[config.mk]
export PLATFORM = sky130hd
export DESIGN_NAME = cpu_checker_char_class
export DESIGN_NICKNAME = d
export VERILOG_FILES = /design/src/rtl/cpu_checker_pkg.sv /design/src/rtl/cpu_checker_char_class.sv
export SDC_FILE = /design/constraint.sdc
export NUM_CORES = 1
export LEC_CHECK = 0
export ABC_CLOCK_PERIOD_IN_PS = 3700
export CAP_MARGIN = 40
export CORE_AREA = 2 2 39 41
export DETAILED_ROUTE_END_ITERATION = 10
export DIE_AREA = 0 0 41 43
export PLACE_DENSITY = 0.5
export SLEW_MARGIN = 10
export SYNTH_ARGS = -nofsm -noshare
export SYNTH_HDL_FRONTEND = slang
export SYNTH_SLANG_ARGS = --single-unit
[constraint.sdc]
create_clock -name vclk -period 3.7
set_clock_uncertainty 0.2 [all_clocks]
set_input_delay 0.74 -clock vclk [all_inputs]
set_output_delay 0.74 -clock vclk [all_outputs]
set_load 0.01 [all_outputs]
[src/rtl/cpu_checker_pkg.sv]
// Shared types and constants for the cpu_checker trace-line syntax checker.
package cpu_checker_pkg;

  typedef enum logic [4:0] {
    IDLE,
    CARET,
    TIME,
    AT,
    PC,
    COLON,
    SPACE1,
    REG,
    GRF,
    STAR,
    ADDR,
    SPACE2,
    LT,
    EQ,
    DATA,
    DONE_REG,
    DONE_MEM
  } state_e;

  localparam logic [1:0] FORMAT_NONE = 2'b00;
  localparam logic [1:0] FORMAT_REG  = 2'b01;
  localparam logic [1:0] FORMAT_MEM  = 2'b10;

  localparam logic [7:0] ASCII_CARET  = 8'h5e;
  localparam logic [7:0] ASCII_AT     = 8'h40;
  localparam logic [7:0] ASCII_COLON  = 8'h3a;
  localparam logic [7:0] ASCII_DOLLAR = 8'h24;
  localparam logic [7:0] ASCII_STAR   = 8'h2a;
  localparam logic [7:0] ASCII_LT     = 8'h3c;
  localparam logic [7:0] ASCII_EQ     = 8'h3d;
  localparam logic [7:0] ASCII_HASH   = 8'h23;
  localparam logic [7:0] ASCII_SPACE  = 8'h20;

endpackage

[src/rtl/cpu_checker_char_class.sv]
// Combinational character classifier: decimal, lowercase hex, space, and hex nibble value.
module cpu_checker_char_class
  import cpu_checker_pkg::*;
(
  input  logic [7:0] char,
  output logic       is_dec,
  output logic       is_hex,
  output logic       is_space,
  output logic [3:0] hex_val
);

  always_comb begin
    is_dec   = (char >= 8'h30) && (char <= 8'h39);
    is_hex   = is_dec || ((char >= 8'h61) && (char <= 8'h66));
    is_space = (char == ASCII_SPACE);
    hex_val  = '0;
    if (is_dec) begin
      hex_val = char[3:0];
    end else if (is_hex) begin
      hex_val = char[3:0] + 4'd9;
    end
  end

endmodule

==> impl_metrics.env, run 1 <==
export IMPL_setup_ws_ps=219.9
export IMPL_slew_violations=0
export IMPL_power_leakage_nw=0.2596
export IMPL_grtUsageMet1=0.09810
export IMPL_synth_seq_area_share=0
export IMPL_wire_per_inst_um=8.333
export IMPL_critPathBufInv=3
export IMPL_antenna_left=0
export IMPL_fin_crit_ps=3480
export IMPL_holdWs_ps=2096
export IMPL_fmaxAchievable_mhz=287.3
export IMPL_dp_hpwl_um=470.9
export IMPL_rsz0062_at_grt="no"
export IMPL_max_slew_margin=0.7526
export IMPL_gr_usage_met2=0.1094
export IMPL_setup_viol=0
export IMPL_io_pins=15
export IMPL_seq_cells=0
export IMPL_vias=251
export IMPL_port_buffers=15
export IMPL_powerDensity_nw_per_um2=70.22
export IMPL_core_region_area_sq_um=1384
export IMPL_arrival_ps=2540
export IMPL_antenna_found_initial=0
export IMPL_place_ws_ps=4.433
export IMPL_worst_pin_slew_ps=370.2
export IMPL_crit_family="buffers and inverters"
export IMPL_overflow=0
export IMPL_gp_congestion=0.6552
export IMPL_drive_above_1_share=0.2766
export IMPL_finalPower_mw=0.03110
export IMPL_cp_data_required_time_ps=2760
export IMPL_syn_area_sq_um=211.5
export IMPL_period_share=0.9406
export IMPL_crit_fanout=5
export IMPL_endpoint_kind="primary output"
export IMPL_cpMaxStageDelayCell="or4b_4"
export IMPL_critical_path_max_stage_delay_ps=550
export IMPL_crit_chain="clkdlybuf4s50_1 > inv_1 > ha_1 > or4b_4 > nand3_4 > o21ai_0 > dlygate4sd2_1"
export IMPL_min_path_type="primary input to primary output"
export IMPL_die_area_sq_um=1763
export IMPL_num_rows=14
export IMPL_synthCells=26
export IMPL_met3_usage=0
export IMPL_die_w_um=41
export IMPL_synth_cell_types=17
export IMPL_synth_warnings=0
export IMPL_grt_start_max_net_pins=7
export IMPL_vias_per_cell=3.984
export IMPL_drc=0
export IMPL_post_cts_repair_setup_buffers=0
export IMPL_clkbuf_count=0
export IMPL_peakVddDrop_v=0.00002942
export IMPL_drt_wl_total_um=525
export IMPL_drtIter0Drc=0
export IMPL_crit_type="primary input to primary output"
export IMPL_avgSynthCellArea_sq_um=8.133
export IMPL_grt_pass1_vias=238
export IMPL_final_hold_violation_count=0
export IMPL_grt_most_used_layer="met2"
export IMPL_die_h_um=43
export IMPL_seq_area_sq_um=0
export IMPL_num_fill_cells=166
export IMPL_grtUsageTotal=0.06593
export IMPL_maxCapViolCount=0
export IMPL_grt_pass1_wl_um=883
export IMPL_synthToLayoutAreaGrowth_pct=109.5
export IMPL_syn_num_nets=38
export IMPL_start_util=0.1528
export IMPL_first_pass_iters=1
export IMPL_finish_net_count=61
export IMPL_status="complete, no violations"
export IMPL_diodes=0
export IMPL_cp_start_kind="primary input"
==> synth_stat cells, drive strengths merged, types with 2 or more instances <==
cell type  count  share of area
ha             4           0.24
and3           2          0.065
inv            5          0.089
nand3          2          0.071
o21ai          3          0.071
mux2i          2          0.095
==> final timing paths <==
| kind | startpoint | endpoint | slack [ps] | depth (start not counted) |
|---|---|---|---|---|
| max | char[1] | hex_val[2] | 220 | 7 |
| min | char[6] | is_hex | 2100 | 4 |
==> metal layers <==
metal  vias to the layer above  routed length (um)  share of wire
met5                         -                   0              0
met4                         0                   0              0
met3                         0                  22          0.042
met2                         6                 258           0.49
met1                       106                 244           0.46
li1                        139                   -              -
==> area by class of cell <==
class | instances | area [sq um] | area share
inverter | 5 | 18.77 | 0.04237
tap | 16 | 20.02 | 0.04520
timing repair buffer | 21 | 200.2 | 0.4520
multi-input combinational | 21 | 203.9 | 0.4605
==> timing repair <==
action / 4_1_cts / 5_1_grt
resized for setup: 2 / 5
pin swaps: 0 / 0
hold buffers: 0 / 0
setup endpoints to repair: 2 / 3
==> kinds of logic after synthesis <==
group / after synthesis / share of synthesized area
adders and majority gates: 4 / 0.2367
and+or+nand+nor: 8 / 0.3313
AOI/OAI and AO/OA: 7 / 0.2485
muxes: 2 / 0.09468
buffers and inverters: 5 / 0.08877
==> stage by stage <==
| stage | instances | util | TNS (ps) | cell area, sq um |
|---|---|---|---|---|
| 2_1_floorplan | 26 | - | 0 | 211.5 |
| 3_3_place_gp | 63 | 0.3083 | -11.88 | 426.7 |
| 3_5_place_dp | 63 | 0.3083 | 0 | 426.7 |
| 4_1_cts | 63 | 0.3065 | 0 | 424.2 |
| 5_1_grt | 63 | 0.3201 | 0 | 442.9 |
| 6_report | 63 | 0.3201 | 0 | 442.9 |
==> cell usage in the layout, fill, tap and decap left out <==
| cell type | synthesis | routed |
|---|---|---|
| a21oi_1 | 1 | 1 |
| and3_1 | 1 | 1 |
| and3_2 | 1 | 1 |
| and4bb_2 | 1 | 1 |
| buf_4 | 0 | 6 |
| clkdlybuf4s50_1 | 0 | 10 |
| dlygate4sd2_1 | 0 | 2 |
| dlymetal6s2s_1 | 0 | 3 |
| ha_1 | 4 | 4 |
| inv_1 | 5 | 5 |
| mux2i_1 | 2 | 2 |
| nand3_1 | 1 | 1 |
| nand3_4 | 0 | 1 |
| nor2_1 | 1 | 1 |
| nor4b_2 | 1 | 1 |
| o21ai_0 | 1 | 1 |
| o21ai_1 | 2 | 2 |
| o21ba_2 | 1 | 1 |
| o22ai_1 | 1 | 1 |
| o32ai_2 | 1 | 1 |
| or4b_4 | 0 | 1 |
==> worst min-delay path, cell delays in order <==
cell             delay, ps
clkdlybuf4s50_1        470
nand3_4                120
o21ai_1                 70
dlymetal6s2s_1         160
==> where the power goes <==
| group | internal, mW | switching (mW) | total [mW] |
|---|---|---|---|
| combinational | 0.0191 | 0.0120 | 0.0311 |
| clock | 0 | 0 | 0 |
| sequential | 0 | 0 | 0 |
| total | 0.0191 | 0.0120 | 0.0311 |
(Power assumes the default switching activity.)
==> run 2: changes to the inputs <==
Settings changed: DONT_BUFFER_PORTS set to 1, PLACE_DENSITY 0.5 to 0.35.
==> run 2 against run 1 <==
  * Non-clock buffer count down 21
  * Power decreased by 59%
  * Cell area down 48%
  * Via count shrank 22%
  * Wire length shrank 5.0%
  * Maximum frequency up 23%
  * Sequential share of layout area did not move
  * First-iteration DRC count increased by 3
  * Critical path type unchanged
  * Critical endpoint unchanged
  * Largest power group unchanged
  * Highest routed layer unchanged
==> impl_metrics.env, run 2 (synthesis gave the netlist of run 1 again) <==
export IMPL_die_area_sq_um=1763
export IMPL_grt_pass1_vias=210
export IMPL_max_slew_margin=0.7415
export IMPL_detailed_place_area_sq_um=231.5
export IMPL_final_hold_violation_count=0
export IMPL_cpMaxStageDelayCell="or4b_1"
export IMPL_cp_start_kind="primary input"
export IMPL_synthToLayoutAreaGrowth_pct=9.467
export IMPL_status="complete, no violations"
export IMPL_clkbuf_count=0
export IMPL_io_pins=15
export IMPL_peakVddDrop_v=0.00001805
export IMPL_endpoint_kind="primary output"
export IMPL_wire_per_inst_um=11.88
export IMPL_drc=0
export IMPL_cts_hold_buf=0
export IMPL_power_leakage_nw=0.1108
export IMPL_critical_path_max_stage_delay_ps=540
export IMPL_cp_data_required_time_ps=2760
export IMPL_ctsResizeCount=0
export IMPL_hold_end="hex_val[2]"
export IMPL_arrival_ps=1890
export IMPL_num_rows=14
export IMPL_overflow=0
export IMPL_gp_congestion=0.6111
export IMPL_most_common_layout_cells="5 x inv_1, 4 x ha_1, 2 x o21ai_1, 2 x mux2i_1"
export IMPL_drt_wl_total_um=499
export IMPL_core_region_area_sq_um=1384
export IMPL_powerDensity_nw_per_um2=55.32
export IMPL_seq_cells=0
export IMPL_crit_fanout=5
export IMPL_antenna_left=0
export IMPL_drive_above_1_share=0.2308
export IMPL_antenna_found_initial=0
export IMPL_drtIter0Drc=3
export IMPL_first_pass_iters=2
export IMPL_layout_commonest_cell="inv_1"
export IMPL_grt_pass1_wl_um=828
export IMPL_fin_setup_tns_ps=0
export IMPL_die_h_um=43
export IMPL_grt_start_max_net_pins=7
export IMPL_rsz0062_at_grt="no"
export IMPL_period_share=0.7636
export IMPL_worst_pin_slew_ps=383.8
export IMPL_postLayoutCellArea_sq_um=231.5
export IMPL_diodes=0
export IMPL_port_buffers=0
export IMPL_setup_viol=0
export IMPL_dp_hpwl_um=473.7
export IMPL_hold_path_depth=2
export IMPL_slew_violations=0
export IMPL_fmaxAchievable_mhz=353.9
export IMPL_vias=195
export IMPL_maxCapViolCount=0
export IMPL_crit_type="primary input to primary output"
export IMPL_crit_chain="inv_1 > ha_1 > or4b_1 > nand3_2 > o21ai_0"
export IMPL_finish_net_count=40
export IMPL_critPathBufInv=1
export IMPL_grtUsageTotal=0.06194
export IMPL_seq_area_sq_um=0
export IMPL_post_cts_repair_setup_buffers=0
export IMPL_die_w_um=41
export IMPL_vias_per_cell=4.643
export IMPL_min_path_type="primary input to primary output"
export IMPL_crit_family="simple AND/OR/NAND/NOR gates"
export IMPL_start_util=0.1528
export IMPL_fin_crit_ps=2825
export IMPL_min_from="char[2]"
-- run 2: cell types whose count changed in the layout (fill, tap and decap cells not counted), sizes merged --
cell	previous run	this run
buf	6	0
dlygate4sd2	2	0
dlymetal6s2s	3	0
clkdlybuf4s50	10	0
-- run 2: layout make-up --
| type | count | area (sq um) |
|---|---|---|
| inverter | 5 | 18.77 |
| multi-input combinational | 21 | 192.7 |
| tap | 16 | 20.02 |
| fill | 159 | 1152 |
-- run 2: how the worst max path moves through the flow --
stage / start / cells past startpoint / end / slack, ps
2_1_floorplan: char[1] / 5 / hex_val[2] / 970
4_1_cts: char[1] / 5 / hex_val[2] / 860
3_3_place_gp: char[1] / 5 / hex_val[2] / 880
5_1_grt: char[1] / 5 / hex_val[2] / 820
6_report: char[1] / 5 / hex_val[2] / 870
3_5_place_dp: char[1] / 5 / hex_val[2] / 860
-- run 2: where the power goes --
group          internal, mW  total (mW)  leakage [nW]  switching [mW]
Sequential                0           0             0               0
Combinational       0.00585      0.0128         0.111         0.00696
Clock                     0           0             0               0
-- run 2: layer usage --
metal  vias to the layer above  routed length, um  global-route usage
li1                         97                  -                   -
met4                         0                  0                   0
met1                        89                196             0.07278
met2                         9                245              0.1188
met3                         0                 57            0.005236
met5                         -                  0                   0
-- run 2: metrics by stage --
stage	hold slack [ps]	instances	power, mW	util	worst slack (ps)
after floorplan	1453	26	0.01114	-	970.4
after global placement	1490	42	0.01282	0.1673	879.5
after detailed placement	1488	42	0.01306	0.1673	861.5
after CTS	1490	42	0.01307	0.1673	858.7
after global routing	1504	42	0.01425	0.1673	817.1
final	1477	42	0.01281	0.1673	874.6
